**src/rtl/rom_fetch_pkg.sv**
```systemverilog
// Shared types and constants for the ROM fetch cache.
package rom_fetch_pkg;

  typedef enum logic [1:0] {
    IDLE   = 2'd0,
    LOOKUP = 2'd1,
    FETCH  = 2'd2,
    HOLD   = 2'd3
  } state_t;

  localparam logic DTACK_OFF = 1'b1;

endpackage

```
**src/rtl/rom_fetch_tagram.sv**
```systemverilog
// Direct-mapped valid/tag/data store: synchronous write, combinational read,
// and a flush that clears every valid bit and overrides a same-cycle write.
module rom_fetch_tagram
  import rom_fetch_pkg::*;
#(
  parameter int IDX_W  = 3,
  parameter int TAG_W  = 15,
  parameter int DATA_W = 16
) (
  input  logic              clk_sys,
  input  logic              nRESET,
  input  logic              flush_all,
  input  logic              wr_en,
  input  logic [IDX_W-1:0]  wr_idx,
  input  logic [TAG_W-1:0]  wr_tag,
  input  logic [DATA_W-1:0] wr_data,
  input  logic [IDX_W-1:0]  rd_idx,
  output logic              rd_valid,
  output logic [TAG_W-1:0]  rd_tag,
  output logic [DATA_W-1:0] rd_data
);

  localparam int DEPTH = 1 << IDX_W;

  logic [DEPTH-1:0]  valid;
  logic [TAG_W-1:0]  tag_mem  [DEPTH];
  logic [DATA_W-1:0] data_mem [DEPTH];

  always_ff @(posedge clk_sys or negedge nRESET) begin
    if (!nRESET) begin
      valid <= '0;
    end else if (flush_all) begin
      valid <= '0;
    end else if (wr_en) begin
      valid[wr_idx] <= 1'b1;
    end
  end

  // Tag/data need no reset: an entry is only trusted once its valid bit is set.
  always_ff @(posedge clk_sys) begin
    if (wr_en) begin
      tag_mem[wr_idx]  <= wr_tag;
      data_mem[wr_idx] <= wr_data;
    end
  end

  assign rd_valid = valid[rd_idx];
  assign rd_tag   = tag_mem[rd_idx];
  assign rd_data  = data_mem[rd_idx];

endmodule

```
**src/rtl/rom_fetch_cache.sv**
```systemverilog
// 68k ROM request logic with a direct-mapped word cache, write bypass,
// aborted-cycle fills, flush and a fetch timeout with a sticky error flag.
module rom_fetch_cache
  import rom_fetch_pkg::*;
#(
  parameter int ADDR_W  = 18,
  parameter int DATA_W  = 16,
  parameter int IDX_W   = 3,
  parameter int TIMEOUT = 255
) (
  input  logic              clk_sys,
  input  logic              nRESET,
  input  logic              cpu_ncs,
  input  logic              cpu_rw,
  input  logic [ADDR_W-1:0] cpu_addr,
  output logic [DATA_W-1:0] cpu_din,
  output logic              cpu_ndtack,
  input  logic              flush,
  output logic              rom_req,
  output logic [ADDR_W-1:0] rom_addr,
  input  logic [DATA_W-1:0] rom_dout,
  input  logic              rom_ack,
  output logic              fetch_err,
  output logic              hit,
  output logic [1:0]        dbg_state
);

  localparam int TAG_W = ADDR_W - IDX_W;
  localparam logic [15:0] CNT_LAST = 16'(TIMEOUT - 1);

  // SDRAM handshake: rom_req is a single-cycle pulse with rom_addr held until
  // the matching single-cycle rom_ack; pending tracks an unanswered request so
  // a late ack is consumed and never mistaken for a later fetch's data.
  state_t            state, state_nxt;
  logic              ncs_q;
  logic              pending, pending_nxt;
  logic [15:0]       cnt, cnt_nxt;
  logic [DATA_W-1:0] din_nxt;
  logic              ndtack_nxt, req_nxt, err_nxt, hit_nxt, fill;
  logic [ADDR_W-1:0] addr_nxt;
  logic              fall, lookup_hit;
  logic              rd_valid;
  logic [TAG_W-1:0]  rd_tag;
  logic [DATA_W-1:0] rd_data;

  rom_fetch_tagram #(
    .IDX_W  (IDX_W),
    .TAG_W  (TAG_W),
    .DATA_W (DATA_W)
  ) u_tagram (
    .clk_sys   (clk_sys),
    .nRESET    (nRESET),
    .flush_all (flush),
    .wr_en     (fill),
    .wr_idx    (rom_addr[IDX_W-1:0]),
    .wr_tag    (rom_addr[ADDR_W-1:IDX_W]),
    .wr_data   (rom_dout),
    .rd_idx    (cpu_addr[IDX_W-1:0]),
    .rd_valid  (rd_valid),
    .rd_tag    (rd_tag),
    .rd_data   (rd_data)
  );

  assign fall       = ncs_q & ~cpu_ncs;
  // A flush in the lookup cycle must already count, so mask the valid bit here.
  assign lookup_hit = rd_valid & ~flush & (rd_tag == cpu_addr[ADDR_W-1:IDX_W]);
  assign dbg_state  = state;

  always_comb begin
    state_nxt   = state;
    din_nxt     = cpu_din;
    ndtack_nxt  = cpu_ndtack;
    req_nxt     = 1'b0;
    addr_nxt    = rom_addr;
    err_nxt     = fetch_err;
    hit_nxt     = 1'b0;
    pending_nxt = pending;
    cnt_nxt     = cnt;
    fill        = 1'b0;

    if (pending && rom_ack && state != FETCH) begin
      pending_nxt = 1'b0;
    end

    case (state)
      IDLE: begin
        if (fall) begin
          if (!cpu_rw) begin
            ndtack_nxt = 1'b0;
            state_nxt  = HOLD;
          end else begin
            state_nxt = LOOKUP;
          end
        end
      end
      LOOKUP: begin
        if (cpu_ncs) begin
          state_nxt = IDLE;
        end else if (lookup_hit) begin
          din_nxt    = rd_data;
          ndtack_nxt = 1'b0;
          hit_nxt    = 1'b1;
          state_nxt  = HOLD;
        end else if (!pending) begin
          req_nxt     = 1'b1;
          addr_nxt    = cpu_addr;
          cnt_nxt     = '0;
          pending_nxt = 1'b1;
          state_nxt   = FETCH;
        end
      end
      FETCH: begin
        if (rom_ack) begin
          din_nxt     = rom_dout;
          fill        = 1'b1;
          pending_nxt = 1'b0;
          if (!cpu_ncs) begin
            ndtack_nxt = 1'b0;
            state_nxt  = HOLD;
          end else begin
            state_nxt = IDLE;
          end
        end else if (cnt == CNT_LAST) begin
          din_nxt    = '1;
          err_nxt    = 1'b1;
          ndtack_nxt = 1'b0;
          state_nxt  = HOLD;
        end else begin
          cnt_nxt = cnt + 16'd1;
        end
      end
      HOLD: begin
        if (cpu_ncs) begin
          ndtack_nxt = DTACK_OFF;
          state_nxt  = IDLE;
        end
      end
      default: state_nxt = IDLE;
    endcase
  end

  always_ff @(posedge clk_sys or negedge nRESET) begin
    if (!nRESET) begin
      state      <= IDLE;
      ncs_q      <= 1'b1;
      pending    <= 1'b0;
      cnt        <= '0;
      cpu_din    <= '0;
      cpu_ndtack <= DTACK_OFF;
      rom_req    <= 1'b0;
      rom_addr   <= '0;
      fetch_err  <= 1'b0;
      hit        <= 1'b0;
    end else begin
      state      <= state_nxt;
      ncs_q      <= cpu_ncs;
      pending    <= pending_nxt;
      cnt        <= cnt_nxt;
      cpu_din    <= din_nxt;
      cpu_ndtack <= ndtack_nxt;
      rom_req    <= req_nxt;
      rom_addr   <= addr_nxt;
      fetch_err  <= err_nxt;
      hit        <= hit_nxt;
    end
  end

endmodule
```
**config.mk**
```make
export PLATFORM = sky130hd
export DESIGN_NAME = rom_fetch_cache
export DESIGN_NICKNAME = d
export VERILOG_FILES = /design/src/rtl/rom_fetch_pkg.sv /design/src/rtl/rom_fetch_tagram.sv /design/src/rtl/rom_fetch_cache.sv
export SDC_FILE = /design/constraint.sdc
export NUM_CORES = 1
export LEC_CHECK = 0
export BUFFER_PORTS_ARGS = -buffer_cell sky130_fd_sc_hd__buf_2
export CELL_PAD_IN_SITES_DETAIL_PLACEMENT = 0
export CELL_PAD_IN_SITES_GLOBAL_PLACEMENT = 1
export CORE_ASPECT_RATIO = 1.5
export CORE_MARGIN = 2
export CORE_UTILIZATION = 56
export DETAILED_ROUTE_END_ITERATION = 12
export PLACE_DENSITY_LB_ADDON = 0.1
export SETUP_SLACK_MARGIN = 0.3
export SYNTH_ARGS = -nofsm -noshare
export SYNTH_HDL_FRONTEND = slang
export SYNTH_SLANG_ARGS = --single-unit
```
**constraint.sdc**
```tcl
create_clock -name clk_sys -period 12 [get_ports clk_sys]
set_input_delay 1.2 -clock clk_sys [delete_from_list [all_inputs] [get_ports clk_sys]]
set_output_delay 1.2 -clock clk_sys [all_outputs]
set_load 0.01 [all_outputs]
```
# Yosys cells after proc, flatten, opt, wreduce, memory -nomap -nowiden
# Memory sizes are Yosys's and may differ from the RTL's.
# Cells that the tools add are included.
[op_classes]
magnitude_cmp = 3
n_reduce_logical = 12
addsub = 1
bitwise_logic = 9
n_eq_ne = 18
n_mux = 53
[ops]
columns = ["cell", "count"]
rows = [
  ["$mux W16", 9],
  ["$pmux W16 S2", 2],
  ["$mux W1", 26],
  ["$ne A2 B2 Y1 const B", 10],
  ["$mux W2", 9],
  ["$add A16 B1 Y16 const B", 1],
  ["$eq A16 B8 Y1 const B", 1],
  ["$mux W8", 2],
  ["$eq A15 B15 Y1", 1],
  ["$reduce_and A4 Y1", 3],
  ["$lt A3 B4 Y1 const B", 2],
  ["$or A8 B8 Y8", 1],
  ["$pmux W2 S4", 1],
  ["$reduce_and A7 Y1", 1],
  ["$ne A3 B3 Y1 const B", 2],
  ["$reduce_and A6 Y1", 1],
  ["$not A1 Y1", 5],
  ["$eq A2 B2 Y1 const B", 2],
  ["$ne A4 B4 Y1 const B", 1],
  ["$pmux W1 S4", 1],
  ["$reduce_bool A2 Y1", 2],
  ["$and A1 B1 Y1", 3],
  ["$bmux W1 S3", 1],
  ["$demux W1 S3", 1],
  ["6 further kinds", 8],
]
[word_totals]
inputBits = 40
regBits = 66
wordCells = 109
output_inout_bits = 40
ramBits = 248
mem_count = 2
[memory_table]
columns = ["memory", "depth", "width", "read_ports", "rd_ports_with_merged_regs", "write_ports", "line", "source"]
rows = [
  ["u_tagram.data_mem", 8, 16, 1, 0, 1, "rom_fetch_tagram.sv:27", "logic [DATA_W-1:0] data_mem [DEPTH];"],
  ["u_tagram.tag_mem", 8, 15, 1, 0, 1, "rom_fetch_tagram.sv:26", "logic [TAG_W-1:0] tag_mem [DEPTH];"],
]

# Logic depth before layout (Yosys ltp)
# Gate-level depths: netlist (run 1).
[logic_depth]
depth_word = 7
depth_mapped = 13
mapped_depth_nobuf = 9

# Cells and area by module
# From an unflattened synthesis (run 1), not the netlist that was laid out.
[hier_totals]
cells_unflattened = 691
area_unflattened_um2 = 12901.1
[modules_own_cells]
columns = ["module", "cells_per_inst", "area_each_um2", "seq_area_each_um2", "n_inst"]
rows = [
  ["rom_fetch_tagram", 404, 9895.7, 7647.3, 1],
  ["rom_fetch_cache", 287, 3005.4, 1453.9, 1],
]

# Least setup slack after synthesis (run 1)
# No wires, ideal clock.
[synth_path]
kind = "input to register"
start = "input rom_ack"
end = "memory u_tagram.data_mem[4][0], enable pin"
setup_time_ps = 512
stages = 4
path_buffers = 2
slack_ps = 6398
required_ps = 11488
arrival_ps = 5090
path_cell_list = "clkbuf_1 > nand2_1 > clkbuf_1 > nor4b_1"
[synth_between]
elab_chain_len = 4
[synth_rtl]
columns = ["item", "line", "source"]
rows = [
  ["from (decl)", "rom_fetch_cache.sv:22", "input logic rom_ack,"],
  ["$mux W1", "rom_fetch_cache.sv:113", "if (rom_ack) begin"],
  ["$mux W1", "rom_fetch_cache.sv:85", "case (state)"],
  ["$mux W1", "rom_fetch_tagram.sv:41", "if (wr_en) begin"],
  ["$mux W1 (not written as such)", "rom_fetch_tagram.sv:43", "data_mem[wr_idx] <= wr_data;"],
  ["to (decl)", "rom_fetch_tagram.sv:27", ""],
]
# Every way passes these cells.

# Worst setup path after layout (run 1)
[layout_path]
start = "input cpu_addr[0]"
end = "register rom_addr[17]"
[layout_between]
elab_chain_len = 6
word_cells_on_any_way = 8
cone_classes = "eq/ne (1); mux (2); bitwise (3); reduce/logical (1); memory (1)"
[layout_rtl]
columns = ["item", "line", "source"]
rows = [
  ["from (decl)", "rom_fetch_cache.sv:15", "input logic [ADDR_W-1:0] cpu_addr,"],
  ["branches (longest 3 deep; another with $mem_v2 Z8 W15)", "-", ""],
  ["$and A1 B1 Y1 *", "rom_fetch_cache.sv:66", "assign lookup_hit = rd_valid & ~flush & (rd_tag == cpu_addr[ADDR_W-1:IDX_W]);"],
  ["$not A1 Y1 (no source line) *", "-", ""],
  ["$reduce_and A4 Y1 (no source line) *", "-", ""],
  ["to (signal assigned)", "rom_fetch_cache.sv:162", "rom_addr <= addr_nxt;"],
  ["to (decl)", "rom_fetch_cache.sv:20", "output logic [ADDR_W-1:0] rom_addr,"],
]
# Every way passes the cells marked *. The select of a mux whose other input is x is not followed.
# A chain may end at the register's enable or synchronous reset.

==> results of run 1 <==
## path summary, 6_finish.rpt
check	end	depth (start not counted)	startpoint
max	rom_addr[17]	9	cpu_addr[0]
min	fetch_err	1	fetch_err
max reg2reg	rom_addr[17]	7	u_tagram.tag_mem[5][3]
min reg2reg	fetch_err	1	fetch_err
max in group asynchronous	rom_addr[7]	1	nRESET
min in group asynchronous	cpu_din[6]	1	nRESET
## flip-flops by register name, indices dropped and copies added, names as in the netlist
| name | cells |
|---|---|
| rom_req | 1 |
| hit | 1 |
| cnt | 16 |
| u_tagram.valid | 8 |
| cpu_ndtack | 1 |
| ncs_q | 1 |
| cpu_din | 16 |
| u_tagram.data_mem | 128 |
| u_tagram.tag_mem | 120 |
| dbg_state | 2 |
| rom_addr | 18 |
| pending | 1 |
| fetch_err | 1 |
## through the flow
step / power, µW / util (%) / setup WS, ns
detailed placement: 2110 / 60.1 / 6.44
global route: 3160 / 64.4 / 6.74
global placement: 2080 / 60.1 / 6.52
CTS: 3050 / 64.4 / 7.01
finish: 3030 / 64.4 / 7.10
floorplan: 1870 / - / 6.40
## synthesized netlist by cell type, types with 7 or more instances
master	instances
xor2_1	9
nand2_1	16
or3_1	7
mux2_4	9
edfxtp_1	248
buf_1	7
nor2_1	29
inv_1	34
nand3_1	15
o211ai_1	13
o21ai_0	7
nor3_1	11
ha_1	7
mux4_2	60
mux2_2	18
o22ai_1	19
mux2i_1	36
mux2_1	11
dfrtp_1	64
clkbuf_1	14
## cell families (layout without fill, tap and decap cells)
group,Yosys count,in the layout,share of synthesized area (%)
DFF,314,314,69.6
AOI/OAI and AO/OA,82,82,4.83
buffers and inverters,71,185,2.59
xor gates and xnor gates,13,13,0.870
and+or+nand+nor,118,118,4.87
adders and majority gates,7,7,0.669
muxes,134,134,16.6
## worst reg2reg max path, stage by stage, from the launching register on
cell and delay, ns:
edfxtp_1 0.39, mux4_2 0.46, mux2i_1 0.18, xor2_1 0.25
nand3_1 0.15, nand4bb_2 0.58, o211a_1 0.80, mux2_1 0.53
## layer usage
metal	share of wire [%]	vias to the layer above	wire (µm)	track usage (%)
li1	-	3112	-	-
met1	39	3734	11000	29.6
met2	55	198	15400	42.8
met3	4.3	43	1210	3.16
met4	2.1	0	587	6.90
met5	0	-	0	0
## area by class of cell
type,count,area [µm²]
clock buffer,35,768
clock inverter,19,213
fill,1657,8170
inverter,34,128
multi-input combinational,354,3700
sequential,314,9100
tap,280,350
timing repair buffer,97,536
## where the power goes
part	leakage [µW]	internal [µW]	switching (µW)	total, µW
Clock	0.000469	544	396	940
Combinational	0.00185	244	342	586
Sequential	0.00307	1370	132	1500
Total	0.00538	2160	870	3030
==> flow_summary.toml, run 1 <==
[die]
num_rows = 68
die_h_um = 191
ios = 80
initial_core_util_pct = 57.0
dieWidth_um = 129
design.core.area_um2 = 23000
die-area_um2 = 24600

[final_layout]
final_cells = 1133
antennaDiodeCount = 0
areaGrowthSynthToFinish_pct = 13.1
nets = 877
mostFrequentLayoutCell = "edfxtp_1"
final_cell_mix = "248 x edfxtp_1, 77 x buf_2, 64 x dfrtp_1"
final_area_um2 = 14800
drive_above_1_share_pct = 29.8

[sta]
rsz0062_at_grt = "no"
worst_hold_slack_ns = 0.473
clock_skew_ns = 0.0107
setup_tns_ns = 0
min_period_ns = 4.90
slew_headroom_pct = 18.6
setup-violations-final = 0
drv_slew = 0
max_freq_mhz = 204
worst_pin_slew_ns = 1.20
hold_violations = 0
min_period_over_period_pct = 40.9

[setup_path]
crit_type = "in -> reg"
rrSetupSlack_ns = 8.53
slowest_stage = "buf_4"
path_buf_inv = 2
cp-end-kind = "flip-flop"
critPathTopFamily = "multiplexers"
cp_data_arrival_time_ns = 5.33
crit_chain = "buf_4 -> buf_4 -> mux4_2 -> mux2i_1 -> xor2_1 -> nand3_1 -> nand4bb_2 -> o211a_1 -> mux2_1"
start_kind = "input pin"
worstPathRequired_ns = 12.43
crit_top_cell = "buf_4"
crit_fanout = 55
slowest_delay_ns = 0.81

[route]
drt-initial-drc-count = 475
wire_per_inst_um = 24.9
ant_nets = 0
drt-total-wl_um = 28200
routed_via_density = 6.26
drc_errors = 0
first_pass_iters = 5
vias = 7087

[global_route]
grt_pass1_wl_um = 43400
antenna_found_initial = 0
track_usage_pct = 23.6
grt_pass1_vias = 7633
grt_overflow_total = 0
grt_max_degree = 67

[synthesis]
ys_types = 61
yosys_warnings = 0
synth_edf_count = 248
seq_area_frac_synth_pct = 69.6
synthCells = 739
synth_top_area_share_pct = 56.9
synth_top_cell_by_area = "edfxtp_1"
ys_ff_latch = 314
synth_area_leaders = "edfxtp_1 57%, dfrtp_1 12%, mux4_2 10%"
async_flop_share_pct = 21.0
syn_area_um2 = 13100
avgSynthCellArea_um2 = 17.7
ys.flop_type = "edfxtp_1"
syn_nets = 786

[run_status]
status = "finished clean"

[cts]
clk_pin_slew_ns = 0.07
cts.path.max_buffers = 3
cts.sinks = 314
clock_latency_ns = 0.55
cts_root_buf = "clkbuf_16"
cts_hold_buf = 0
cts_made_buffers = 29
htreeDepth = 1
postCtsSetupBuffers = 0
cts_resized = 0
cts_tree = "yes"

[power_and_ir_drop]
p_per_area_nw_per_um2 = 205
irDropWorstVdd_mv = 0.153
p_leak_uw = 0.00538

[place]
dpl.hpwl_um = 16700
gp_congestion = 0.799
port_buffers = 79
placed_area_um2 = 13800
dpl.cell_count = 1079

[hold_path]
worstHoldPathType = "reg -> reg"

[job]
maxCapViolCount = 0
Power figures use the tool's default switching activity.
==> run 2, diff against run 1 <==
ABC_AREA = 1   (was unset)
CORE_UTILIZATION = 44   (was 56)
clock period = 4.19 ns   (was 12 ns; I/O delays follow)
==> flow_summary.toml, run 2 <==
[cts]
clk_pin_slew_ns = 0.06
cts.sinks = 314
cts.path.max_buffers = 3
cts_root_buf = "clkbuf_16"
cts_tree = "yes"
postCtsSetupBuffers = 0
clock_latency_ns = 0.57
cts_made_buffers = 31
htreeDepth = 1

[power_and_ir_drop]
netSwitchingPower_uw = 2540
p_leak_uw = 0.00636
sw_frac_of_total_pct = 30.1
combinationalPowerShare_pct = 18.5
irDropWorstVdd_mv = 0.409
p_clk_share_pct = 32.2
power_frac_seq_pct = 49.3
internal_power_uw = 5910
p_per_area_nw_per_um2 = 545

[sta]
setup-violations-final = 0
min_period_ns = 2.91
drv_slew = 0
setup_tns_ns = 0
worst_pin_slew_ns = 1.04
slew_headroom_pct = 30.7
min_period_over_period_pct = 69.4
clock_skew_ns = 0.0111
max_freq_mhz = 344
rsz0062_at_grt = "no"
worst_hold_slack_ns = 0.00881
hold_violations = 0

[synthesis]
syn_area_um2 = 13700
yosysMostFrequentCell = "nand2_1"
avgSynthCellArea_um2 = 10.4
async_flop_share_pct = 21.0
seq_area_frac_synth_pct = 66.6
synthTopCellsByCount = "373 x nand2_1, 248 x edfxtp_1, 141 x inv_1, 95 x nand3_1, 85 x nor2_1"
synth_top_cell_by_area = "edfxtp_1"
ys_ff_latch = 314
yosys_warnings = 0
synth_edf_count = 248
syn_nets = 1356
ys.flop_type = "edfxtp_1"
synthCells = 1309
synth_top_area_share_pct = 54.5
synth_area_leaders = "edfxtp_1 54%, dfrtp_1 12%, nand2_1 10%"
ys_types = 32

[die]
die_h_um = 220
num_rows = 79
die-area_um2 = 32500
initial_core_util_pct = 44.3
design.core.area_um2 = 30800
ios = 80
dieWidth_um = 148

[place]
dpl.hpwl_um = 20300
placed_area_um2 = 14500
port_buffers = 79
gp_congestion = 0.777

[route]
ant_nets = 0
drt-initial-drc-count = 503
first_pass_iters = 4
routed_via_density = 5.16
drc_errors = 0
drt-total-wl_um = 35400
vias = 9339
wire_per_inst_um = 19.6

[run_status]
status = "finished clean"

[setup_path]
cp-end-kind = "flip-flop"
crit_fanout = 89
start_kind = "input pin"
worstPathRequired_ns = 4.62
crit_type = "in -> reg"
cp_data_arrival_time_ns = 3.34

[global_route]
antenna_found_initial = 2
grt_overflow_total = 0
track_usage_pct = 22.2
grt_max_degree = 90
grt_pass1_vias = 9215
grt_pass1_wl_um = 54400

[final_layout]
num-fill-cells = 2833
top_regs = "u_tagram.data_mem (128), u_tagram.tag_mem (120), rom_addr (18)"
drive_above_1_share_pct = 12.5
areaGrowthSynthToFinish_pct = 13.4
largest_reg_flops = 128
final_util_pct = 50.2
mostFrequentLayoutCell = "nand2_1"
final_area_um2 = 15500
top_register = "u_tagram.data_mem"
final_cell_mix = "373 x nand2_1, 248 x edfxtp_1, 141 x inv_1"
nets = 1429

[hold_path]
worstHoldPathType = "in -> async"

[job]
maxCapViolCount = 0
==> run 2: changes by cell type after synthesis, moves of 18 or more <==
cell,before,now
o21ai_0,7,35
o22ai_1,19,0
mux2_2,18,0
o21ai_1,1,23
nor2_1,29,85
nand3_1,15,95
a221oi_1,2,32
nand2_1,16,373
mux4_2,60,0
a21oi_1,5,69
inv_1,34,141
buf_2,4,22
mux2i_1,36,0
==> run 2: cells by family after synthesis <==
family	share of synthesized area, %
AOI/OAI and AO/OA	7.76
xor gates and xnor gates	0.897
adders and majority gates	0.641
buffers and inverters	6.46
DFF	66.6
and+or+nand+nor	17.7
==> run 2: layout make-up <==
type | count | area, µm² | area share, %
clock inverters | 16 | 151 | 0.977
inverters | 143 | 538 | 3.47
repair buffers | 104 | 628 | 4.05
flip-flops and latches | 314 | 9100 | 58.7
diodes | 1 | 2.50 | 0.0161
multi-input cells | 788 | 3750 | 24.2
well taps | 405 | 507 | 3.27
clock buffers | 38 | 822 | 5.30
==> run 2: repair_timing <==
item,4_1_cts,5_1_grt
endpoints found under the setup margin,0,0
resized for setup,0,0
hold buffers,1,0
endpoints found under the hold margin,1,0
==> run 2: critical path, stage by stage <==
cell and delay, ns:
buf_4 0.09, buf_4 0.76, nand2_1 0.11, nand2_1 0.11, nand2_1 0.05, o21ai_1 0.10, nor2_1 0.05, nor2_1 0.24
nand2_1 0.08, nor2_1 0.09, nand2_1 0.07, nor2_2 0.13, nand2_2 0.13, nand2_2 0.12, nand2_2 0.41, nand2_1 0.19
o21ai_1 0.08
==> run 2: per-layer routing <==
layer	wire (µm)	global-route usage (%)	vias up
li1	-	-	4541
met1	14500	26.7	4589
met2	18900	41.7	165
met3	1270	2.57	42
met4	783	6.16	2
met5	7	0	-
==> run 2: power groups by stage <==
stage / Sequential [µW] / Combinational (µW) / Clock (µW)
final: 4160 / 1560 / 2720
after global routing: 4210 / 1780 / 2890
after CTS: 4170 / 1600 / 2790
after detailed placement: 4230 / 1590 / 0
after global placement: 4220 / 1580 / 0
after floorplan: 4190 / 934 / 0
==> run 2: through the flow <==
step	setup slack [ns]	total power, µW	instances
floorplan	1.21	5130	1309
global placement	0.734	5790	1753
detailed placement	0.696	5820	1753
CTS	1.29	8550	1808
global route	0.923	8880	1809
finish	1.28	8440	1809
==> run 2: worst paths after layout <==
path                               from      endpoint  slack [ns]  cells past startpoint
max                         cpu_addr[0]    cpu_din[9]        1.28                     17
min                              nRESET  rom_addr[14]       0.009                      1
max reg2reg                dbg_state[0]    cpu_din[9]        1.36                     11
min reg2reg                  cpu_ndtack    cpu_ndtack        0.48                      2
max in group asynchronous        nRESET        cnt[2]        3.49                      1
min in group clk_sys            rom_ack     fetch_err        0.12                      2
==> run 3, diff against run 2 <==
ABC_AREA = 0   (was 1)
CORE_UTILIZATION = 52   (was 44)
clock period = 2.9 ns   (was 4.19 ns; I/O delays follow)
==> flow_summary.toml, run 3 (same netlist as run 1, synthesis figures left out) <==
[final_layout]
drive_above_1_share_pct = 35.6
areaGrowthSynthToFinish_pct = 20.8
largest_reg_flops = 128
top_regs = "u_tagram.data_mem (128), u_tagram.tag_mem (120), rom_addr (18)"
seqCellArea_um2 = 9100
multi_input_area_um2 = 3910
antennaDiodeCount = 0
nets = 941
mostFrequentLayoutCell = "edfxtp_1"
num-fill-cells = 1800
top_register = "u_tagram.data_mem"
final_cell_mix = "248 x edfxtp_1, 77 x buf_2, 63 x dfrtp_1"

[cts]
cts.sinks = 314
cts.path.max_buffers = 3
cts_tree = "yes"
clock_latency_ns = 0.56
htreeDepth = 1
cts_root_buf = "clkbuf_16"
cts_made_buffers = 29
clk_pin_slew_ns = 0.07

[sta]
setup_tns_ns = 0
setup-violations-final = 0
slew_headroom_pct = 62.6
min_period_over_period_pct = 92.6
worst_pin_slew_ns = 0.561
rsz0062_at_grt = "yes"
min_period_ns = 2.69
drv_slew = 0
max_freq_mhz = 372
clock_skew_ns = 0.00996
fin_ws_ns = 0.215
worst_hold_slack_ns = 0.0170
hold_violations = 0

[route]
routed_via_density = 5.79
ant_nets = 0
first_pass_iters = 5
vias = 7211
wire_per_inst_um = 23.7
drt-initial-drc-count = 531
drt-total-wl_um = 29600
drc_errors = 0

[power_and_ir_drop]
total_power_uw = 13200
netSwitchingPower_uw = 3720
internal_power_uw = 9440
p_clk_share_pct = 30.9
combinationalPowerShare_pct = 21.9
p_per_area_nw_per_um2 = 833
power_frac_seq_pct = 47.2
p_leak_uw = 0.00586
sw_frac_of_total_pct = 28.3
irDropWorstVdd_mv = 0.621

[setup_path]
crit_fanout = 7
worstPathRequired_ns = 3.34
slowest_delay_ns = 0.52
cp-end-kind = "flip-flop"
start_kind = "flip-flop"
cp_data_arrival_time_ns = 3.13
crit_chain = "mux4_2 -> mux2i_4 -> xnor2_2 -> a2111oi_4 -> nand4bb_4 -> o211a_4 -> clkbuf_16 -> mux2_4"
slowest_stage = "mux4_2"
crit_type = "reg -> reg"

[die]
die-area_um2 = 26500
die_h_um = 198
num_rows = 71
design.core.area_um2 = 24900
initial_core_util_pct = 52.6
dieWidth_um = 134
ios = 80

[global_route]
grt_pass1_vias = 7770
track_usage_pct = 22.8
grt_overflow_total = 0
grt_max_degree = 37
grt_pass1_wl_um = 45500
antenna_found_initial = 0

[job]
maxCapViolCount = 0

[place]
post-place-ws_ns = -0.184
gp_congestion = 0.834
dpl.hpwl_um = 18100
port_buffers = 79

[run_status]
status = "finished clean"

[hold_path]
worstHoldPathType = "in -> reg"
run 3: changes by cell type in the layout (fill, tap and decap cells not counted), moves of 18 or more:
cell,change
nand2_1,-357
inv_1,-108
nand3_1,-81
a21oi_1,-64
mux4_2,+60
nor2_1,-49
mux2i_1,+33
a221oi_1,-31
buf_4,+31
o21ai_0,-28
o21ai_1,-22
mux2_4,+20
o22ai_1,+19
mux2_2,+18
run 3: final timing paths:
check,from,to,slack (ns),cells past startpoint
max,u_tagram.tag_mem[6][10],rom_addr[11],0.21,8
min,rom_dout[8],u_tagram.data_mem[1][8],0.02,1
max reg2reg,u_tagram.tag_mem[6][10],rom_addr[11],0.21,8
min reg2reg,fetch_err,fetch_err,0.46,1
max in group asynchronous,nRESET,rom_addr[16],1.90,3
min in group asynchronous,nRESET,cpu_din[9],0.25,2
run 3: power groups by stage:
stage          sequential (µW)  combinational (µW)  clock [µW]
2_1_floorplan             6280                1580           0
5_1_grt                   6310                3110        4310
6_report                  6220                2880        4070
3_3_place_gp              6260                2580           0
3_5_place_dp              6310                2640           0
4_1_cts                   6220                2820        4150
run 3: repair_timing:
item | in CTS | in global routing
pin swaps | 10 | 19
buffers inserted | 3 | 2
hold endpoints to repair | 48 | 0
gates cloned | 1 | 1
hold buffers | 11 | 0
resized for setup | 17 | 21
endpoints found under the setup margin | 50 | 87
run 3: critical path, delay by kind of cell (launching register included):
kind | cells | cell delay, ns
multiplexers | 3 | 1.01
flip-flops | 1 | 0.37
XOR/XNOR | 1 | 0.13
AO/OA/AOI/OAI | 2 | 0.70
buffers and inverters | 1 | 0.18
AND/OR/NAND/NOR | 1 | 0.18
run 3: layout make-up:
type                    count  share of cell area (%)
flip-flops and latches    314                    57.6
multi-input cells         354                    24.8
repair buffers            161                    7.74
clock buffers              44                    5.26
well taps                 328                    2.60
clock inverters            10                    1.23
inverters                  34                   0.807
run 3: metrics by stage:
stage,util [%],instances,area (µm²)
2_1_floorplan,-,739,13300
3_3_place_gp,57.9,1173,14400
3_5_place_dp,57.9,1173,14400
4_1_cts,63.0,1242,15700
5_1_grt,63.5,1245,15800
6_report,63.5,1245,15800
run 3: layer usage:
layer  up-vias  part of all wire (%)  wire length, µm  global-route usage [%]
li1       3243                     -                -                       -
met1      3769                    41            12100                    29.3
met2       164                    53            15700                    41.3
met3        35                   4.1             1220                    2.66
met4         0                   1.9              547                    5.91
met5         -                     0                0                       0
